**src/rtl/sad_controller.sv**
```systemverilog
// SAD sequencer: walks AB_addr over the A/B block memories,
// accumulates |A-B| and publishes the total on sad with a done pulse.
module sad_controller #(
  parameter int N      = 256,
  parameter int ADDR_W = 9,
  parameter int DATA_W = 8,
  parameter int SUM_W  = 16
) (
  input  logic              clk,
  input  logic              rst,
  input  logic              go,
  input  logic [DATA_W-1:0] A_data,
  input  logic [DATA_W-1:0] B_data,
  output logic [ADDR_W-1:0] AB_addr,
  output logic              AB_rd,
  output logic [SUM_W-1:0]  sad,
  output logic              done,
  output logic              busy
);

  localparam logic [2:0] IDLE  = 3'd0;
  localparam logic [2:0] INIT  = 3'd1;
  localparam logic [2:0] CHECK = 3'd2;
  localparam logic [2:0] READ  = 3'd3;
  localparam logic [2:0] ACC   = 3'd4;
  localparam logic [2:0] OUT   = 3'd5;

  localparam logic [ADDR_W-1:0] LIMIT = ADDR_W'(N);

  logic [2:0]        state;
  logic [2:0]        state_nx;
  logic [ADDR_W-1:0] i;
  logic [SUM_W-1:0]  sum;
  logic [DATA_W-1:0] diff;
  logic              in_range;

  assign in_range = (i < LIMIT);

  always_comb begin
    diff = (A_data >= B_data) ? (A_data - B_data)
                              : (B_data - A_data);
  end

  always_comb begin
    state_nx = state;
    case (state)
      IDLE:    state_nx = go ? INIT : IDLE;
      INIT:    state_nx = CHECK;
      CHECK:   state_nx = in_range ? READ : OUT;
      READ:    state_nx = ACC;
      ACC:     state_nx = CHECK;
      OUT:     state_nx = IDLE;
      default: state_nx = IDLE;
    endcase
  end

  always_ff @(posedge clk) begin
    if (rst) begin
      state <= IDLE;
      i     <= '0;
      sum   <= '0;
      sad   <= '0;
    end else begin
      state <= state_nx;
      case (state)
        INIT: begin
          sum <= '0;
          i   <= '0;
        end
        CHECK: begin
          if (!in_range) sad <= sum;
        end
        ACC: begin
          sum <= sum + SUM_W'(diff);
          i   <= i + 1'b1;
        end
        default: ;
      endcase
    end
  end

  // Moore outputs decoded straight from the state register
  assign AB_addr = i;
  assign AB_rd   = (state == READ);
  assign done    = (state == OUT);
  assign busy    = (state != IDLE);

endmodule
```
**config.mk**
```make
export PLATFORM = sky130hd
export DESIGN_NAME = sad_controller
export DESIGN_NICKNAME = d
export VERILOG_FILES = /design/src/rtl/sad_controller.sv
export SDC_FILE = /design/constraint.sdc
export NUM_CORES = 1
export LEC_CHECK = 0
export ABC_CLOCK_PERIOD_IN_PS = 3700
export BUFFER_PORTS_ARGS = -buffer_cell sky130_fd_sc_hd__buf_2
export CAP_MARGIN = 20
export CORE_UTILIZATION = 51
export CTS_CLUSTER_DIAMETER = 30
export DETAILED_ROUTE_END_ITERATION = 8
export PLACE_DENSITY = 0.79
export SLEW_MARGIN = 20
export SYNTH_ARGS = -nofsm -noshare
export SYNTH_HDL_FRONTEND = slang
export SYNTH_SLANG_ARGS = --single-unit
```
**constraint.sdc**
```tcl
create_clock -name clk -period 3.7 [get_ports clk]
set_clock_uncertainty 0.05 [all_clocks]
set_input_delay 0.185 -clock clk [delete_from_list [all_inputs] [get_ports clk]]
set_output_delay 0.185 -clock clk [all_outputs]
set_load 0.05 [all_outputs]
```
## Word-level counts from Yosys, hierarchy flattened

Cells that the tools add are included.

| storage, ports and cells | value |
|---|---|
| register bits | 44 |
| input bits | 19 |
| output and inout port bits | 28 |
| word-level logic and storage cells | 27 |

| cells by class | value |
|---|---|
| add/subtract/negate cells | 4 |
| $lt $le $gt $ge | 2 |
| equal/unequal tests | 5 |
| mux-type cells | 6 |
| bitwise operators | 1 |
| reduce and logical (&&, ||, !) cells | 5 |

Operators by type and width:

| cell | number |
|---|---|
| case mux 16 bit (2 select lines) | 1 |
| case mux 9 bit (2 select lines) | 1 |
| adder 16 x 8 -> 16 bit | 1 |
| subtractor 8 bit | 2 |
| case mux 3 bit (4 select lines) | 1 |
| adder 9 x 1 -> 9 bit, second input constant | 1 |
| < comparator 9 bit, second input constant | 1 |
| >= comparator 8 bit | 1 |
| 2-to-1 mux 8 bit | 1 |
| equality test 3 x 2 -> 1 bit, second input constant | 2 |
| equality test 3 bit, second input constant | 2 |
| equality test 3 x 1 -> 1 bit, second input constant | 1 |
| logical NOT 3 bit | 1 |
| 2-to-1 mux 3 bit | 1 |
| nonzero test 3 bit | 1 |
| AND reduction 2 bit | 1 |
| nonzero test 2 bit | 1 |
| OR reduction 2 bit | 1 |
| 2-to-1 mux 1 bit | 1 |
| inverter 1 bit | 1 |

## Longest topological paths before layout

| logic depth | value |
|---|---|
| depth after elaboration | 4 |
| mapped depth | 17 |
| gate-level depth less buffers | 17 |

## Least setup slack after synthesis

No wires, ideal clock.

| timing | value |
|---|---|
| path kind | input-to-reg |
| start point | in A_data[5] |
| end point | reg sum[14] |
| arrival | 3.709 ns |
| data required time | 3.585 ns |
| setup slack | -0.124 ns |
| stages | 16 |
| buffers on the path | 1 |
| path through | inv_1 -> ha_1 -> buf_2 -> and2_4 -> a221o_1 -> a211oi_4 -> mux2_2 -> a311oi_1 -> xnor2_1 -> ha_1 -> and2_1 -> o21ai_0 -> a211oi_1 -> nand3_1 -> mux2_2 -> nor2_1 |

| between the ends | value |
|---|---|
| cells in the longest elaborated chain, start to end | 4 |

Ends and longest elaborated chain:

| item | line | RTL |
|---|---|---|
| start, declared | 12 | `input logic [DATA_W-1:0] A_data,` |
| subtractor 8 bit, or another cell as far along | 41 | `: (B_data - A_data);` |
| 2-to-1 mux 8 bit (*) | 40 | `diff = (A_data >= B_data) ? (A_data - B_data)` |
| adder 16 x 8 -> 16 bit (*) | 74 | `sum <= sum + SUM_W'(diff);` |
| case mux 16 bit (2 select lines) (*) | 65 | `case (state)` |
| end signal, assigned | 74 |  |
| end, declared | 33 | `logic [SUM_W-1:0] sum;` |

Every way passes the cells marked *; elsewhere a longest branch is shown, timed or not.
A chain may end at the register's enable or synchronous reset.

## Worst setup path in the final report

| timing | value |
|---|---|
| start point | in A_data[6] |
| end point | reg sum[11] |

The elaborated chain is that of the path after synthesis.

==> impl_metrics.csv <==
group,metric,value,unit
outcome,status,"completed",
power,p_switching,0.321,mW
critical_path,slowest_delay,0.37,ns
sta,fin_setup_tns,0,ns
critical_path,critPathMaxFanout,5,
global_routing,track_usage,0.215,
sta,finalCritPeriodShare,0.943,
worst_hold_path,hp-class,"primary input to flop",
cts,clk_latency,0.30,ns
synthesis,yosysMostFrequentCell,"nand2_1",
finish,n_antenna_cell,0,
drt,wl_per_cell,12.6,um
power,clkPwrFrac,0.322,
drt,ant_nets,0,
global_routing,grt_overflow,0,
drt,drtPass1Iterations,4,
sta,fmax,286,MHz
floorplanning,ioPinCount,47,
critical_path,r2r_setup_slack,1.41,ns
power,seqPwrFrac,0.427,
cts,cts_htree_levels,2,
drt,vias,2562,
critical_path,path_cells,"buf_2 -> inv_1 -> ha_1 -> and2_4 -> a221o_1 -> a211oi_4 -> buf_4 -> mux2_4 -> a221oi_2 -> xnor2_1 -> ha_1 -> buf_4 -> a211oi_1 -> o211ai_1 -> nand4_1 -> or2_2 -> a21oi_1",
synthesis,syn_avg_cell_area,8.13,um2
floorplanning,start_util,0.541,
drt,drc_errors,0,
worst_hold_path,whs_path_depth,3,
synthesis,ys.warnings.count,0,
critical_path,path_buf_inv,4,
cts,path_clk_slew,0.08,ns
sta,tightest_slew,0.980,ns
synthesis,ys.flop_type,"dfxtp_1",
floorplanning,std_cell_rows,26,
power,peakVddDrop,0.000210,V
cts,cts_tree,"built",
synthesis,synth_common_cells,"46 x nand2_1, 44 x dfxtp_1, 33 x a21oi_1",
sta,min_period,3.49,ns
job,maxCapViolCount,0,
critical_path,arrival,3.59,ns
synthesis,synth.net_count,394,
worst_hold_path,min_to,"state[0]",
cts,cts.sink_count,44,
floorplanning,fp.dieH,76.3,um
finish,nNetsFinal,448,
global_routing,grt_antenna_before_repair,0,
critical_path,rr_startpoint,"sum[0]",
synthesis,syn_area,2810,um2
power,p_int,0.806,mW
critical_path,startpoint_type,"primary input",
sta,finalMaxSlewViolations,0,
synthesis,synth.distinct_cells,49,
drt,via_per_inst,5.44,
synthesis,synth_top_cell_by_area,"dfxtp_1",
power,sw_frac_of_total,0.285,
sta,hold_violations,0,
finish,drive_above_1_share,0.239,
global_routing,grt_pass1_vias,2434,
synthesis,ys_ff_latch,44,
global_routing,grt_first_pass_wirelength,10400,um
power,power.share.combinational,0.251,
sta,relSlewSlack,0.347,
sta,setup_viol,0,
critical_path,cp.required,3.80,ns
floorplanning,dieArea,5820,um2
drt,routed_wirelength,5930,um
placed_design,place.gp.congestion,0.902,
cts,cts_root_buffer,"clkbuf_8",
finish,syn_to_final_growth,18.5,%
power,p_per_area,338,nW/um2
critical_path,endpoint_kind,"flop",
global_routing,grt_max_degree,47,
synthesis,synthCells,346,
critical_path,crit_family,"compound AO/OA/AOI/OAI gates",
placed_design,dpl.hpwl,4610,um
critical_path,slowest_stage,"a221o_1",
cts,cts_buffer_depth,2,
placed_design,dp_cells,461,
critical_path,rr_endpoint,"sum[14]",
floorplanning,die_w,76.3,um
synthesis,synthTopCellsByArea,"dfxtp_1 31%, ha_1 12%, nand2_1 6.1%",
synthesis,synthArstFlopShare,0,
synthesis,synth_edf_count,0,
placed_design,numPortBuffers,46,
worst_hold_path,hold_start,"go",
synthesis,yosys.area.top_type_share,0.313,
critical_path,path_class,"primary input to flop",
cts,cts_buffers,5,
drt,dr.first_iter.drc_count,87,
critical_path,ff2ff_path_depth,9,
floorplanning,coreArea,5200,um2
synthesis,ys_seq_area_frac,0.313,
finish,fin_cells,471,
power,leakagePower,1.53,nW
## how the worst max path moves through the flow
stage,startpoint,end,slack (ns),depth (start not counted)
finish,A_data[6],sum[11],0.21,17
floorplan,A_data[5],sum[12],0.0003,16
CTS,A_data[0],sum[14],0.18,18
detailed placement,A_data[0],sum[11],-0.14,19
global route,A_data[0],sum[14],-0.01,19
global placement,A_data[0],sum[11],0.02,19
## power groups by stage
stage | logic (mW) | clock network, mW | registers, mW
6_report | 0.282 | 0.363 | 0.481
5_1_grt | 0.314 | 0.386 | 0.482
4_1_cts | 0.278 | 0.366 | 0.481
3_5_place_dp | 0.278 | 0 | 0.492
3_3_place_gp | 0.268 | 0 | 0.492
2_1_floorplan | 0.202 | 0 | 0.490
## tightest hold or removal path, stage by stage
cell and delay (ns):
buf_2 0.10, nor2_1 0.07, nor4_1 0.05
## registers in the layout (all words and copies together), names as in the netlist
register and flops:
sad 16, sum 16, AB_addr 9, state 3
## cells in the final DEF (no fill, tap or decap), drive strengths merged, types with 3 or more instances in the layout
cell type,n
a211oi,4
a21o,10
a21oi,33
a22oi,7
a311oi,3
and2,4
and3,5
buf,63
clkbuf,6
dfxtp,44
fa,3
ha,26
inv,24
mux2,12
nand2,46
nand2b,5
nand3,13
nand4,7
nor2,30
nor3,3
o21ai,7
or2,3
xnor2,6
xor2,7
## cell type report
class,instances,area [um2]
clock inverters,2,35.0
multi-input cells,262,1810
fillers,478,1870
well taps,70,87.6
inverters,24,90.1
repair buffers,63,358
flip-flops and latches,44,881
clock buffers,6,72.6
## through the flow
stage,util,worst slack [ns],hold WS (ns),power (mW),instance area (um2)
2_1_floorplan,-,0.000336,0.299,0.692,2840
5_1_grt,0.640,-0.0112,0.110,1.18,3330
6_report,0.640,0.209,0.100,1.13,3330
3_3_place_gp,0.616,0.0219,0.389,0.760,3210
4_1_cts,0.637,0.185,0.0985,1.13,3310
3_5_place_dp,0.616,-0.135,0.397,0.770,3210
## logic make-up after synthesis
logic type,Yosys count,synth area share
simple gates,130,0.222
xor+xnor,13,0.0405
buf+inv,40,0.0542
fa+ha+maj,29,0.137
compound gates,76,0.178
mux,14,0.0551
flops,44,0.313
## routing by layer
| metal | vias up | track usage | wire length, um |
|---|---|---|---|
| met5 | - | 0 | 0 |
| met4 | 0 | 0.0904 | 120 |
| met3 | 11 | 0.0299 | 166 |
| met2 | 51 | 0.398 | 3030 |
| met1 | 1192 | 0.244 | 2620 |
| li1 | 1308 | - | - |
## what timing repair did
item | CTS | global route
hold buffers | 0 | 0
gates resized for setup | 0 | 2
endpoints found under the setup margin | 0 | 7
setup buffers | 0 | 2
Power figures use the tool's default switching activity.
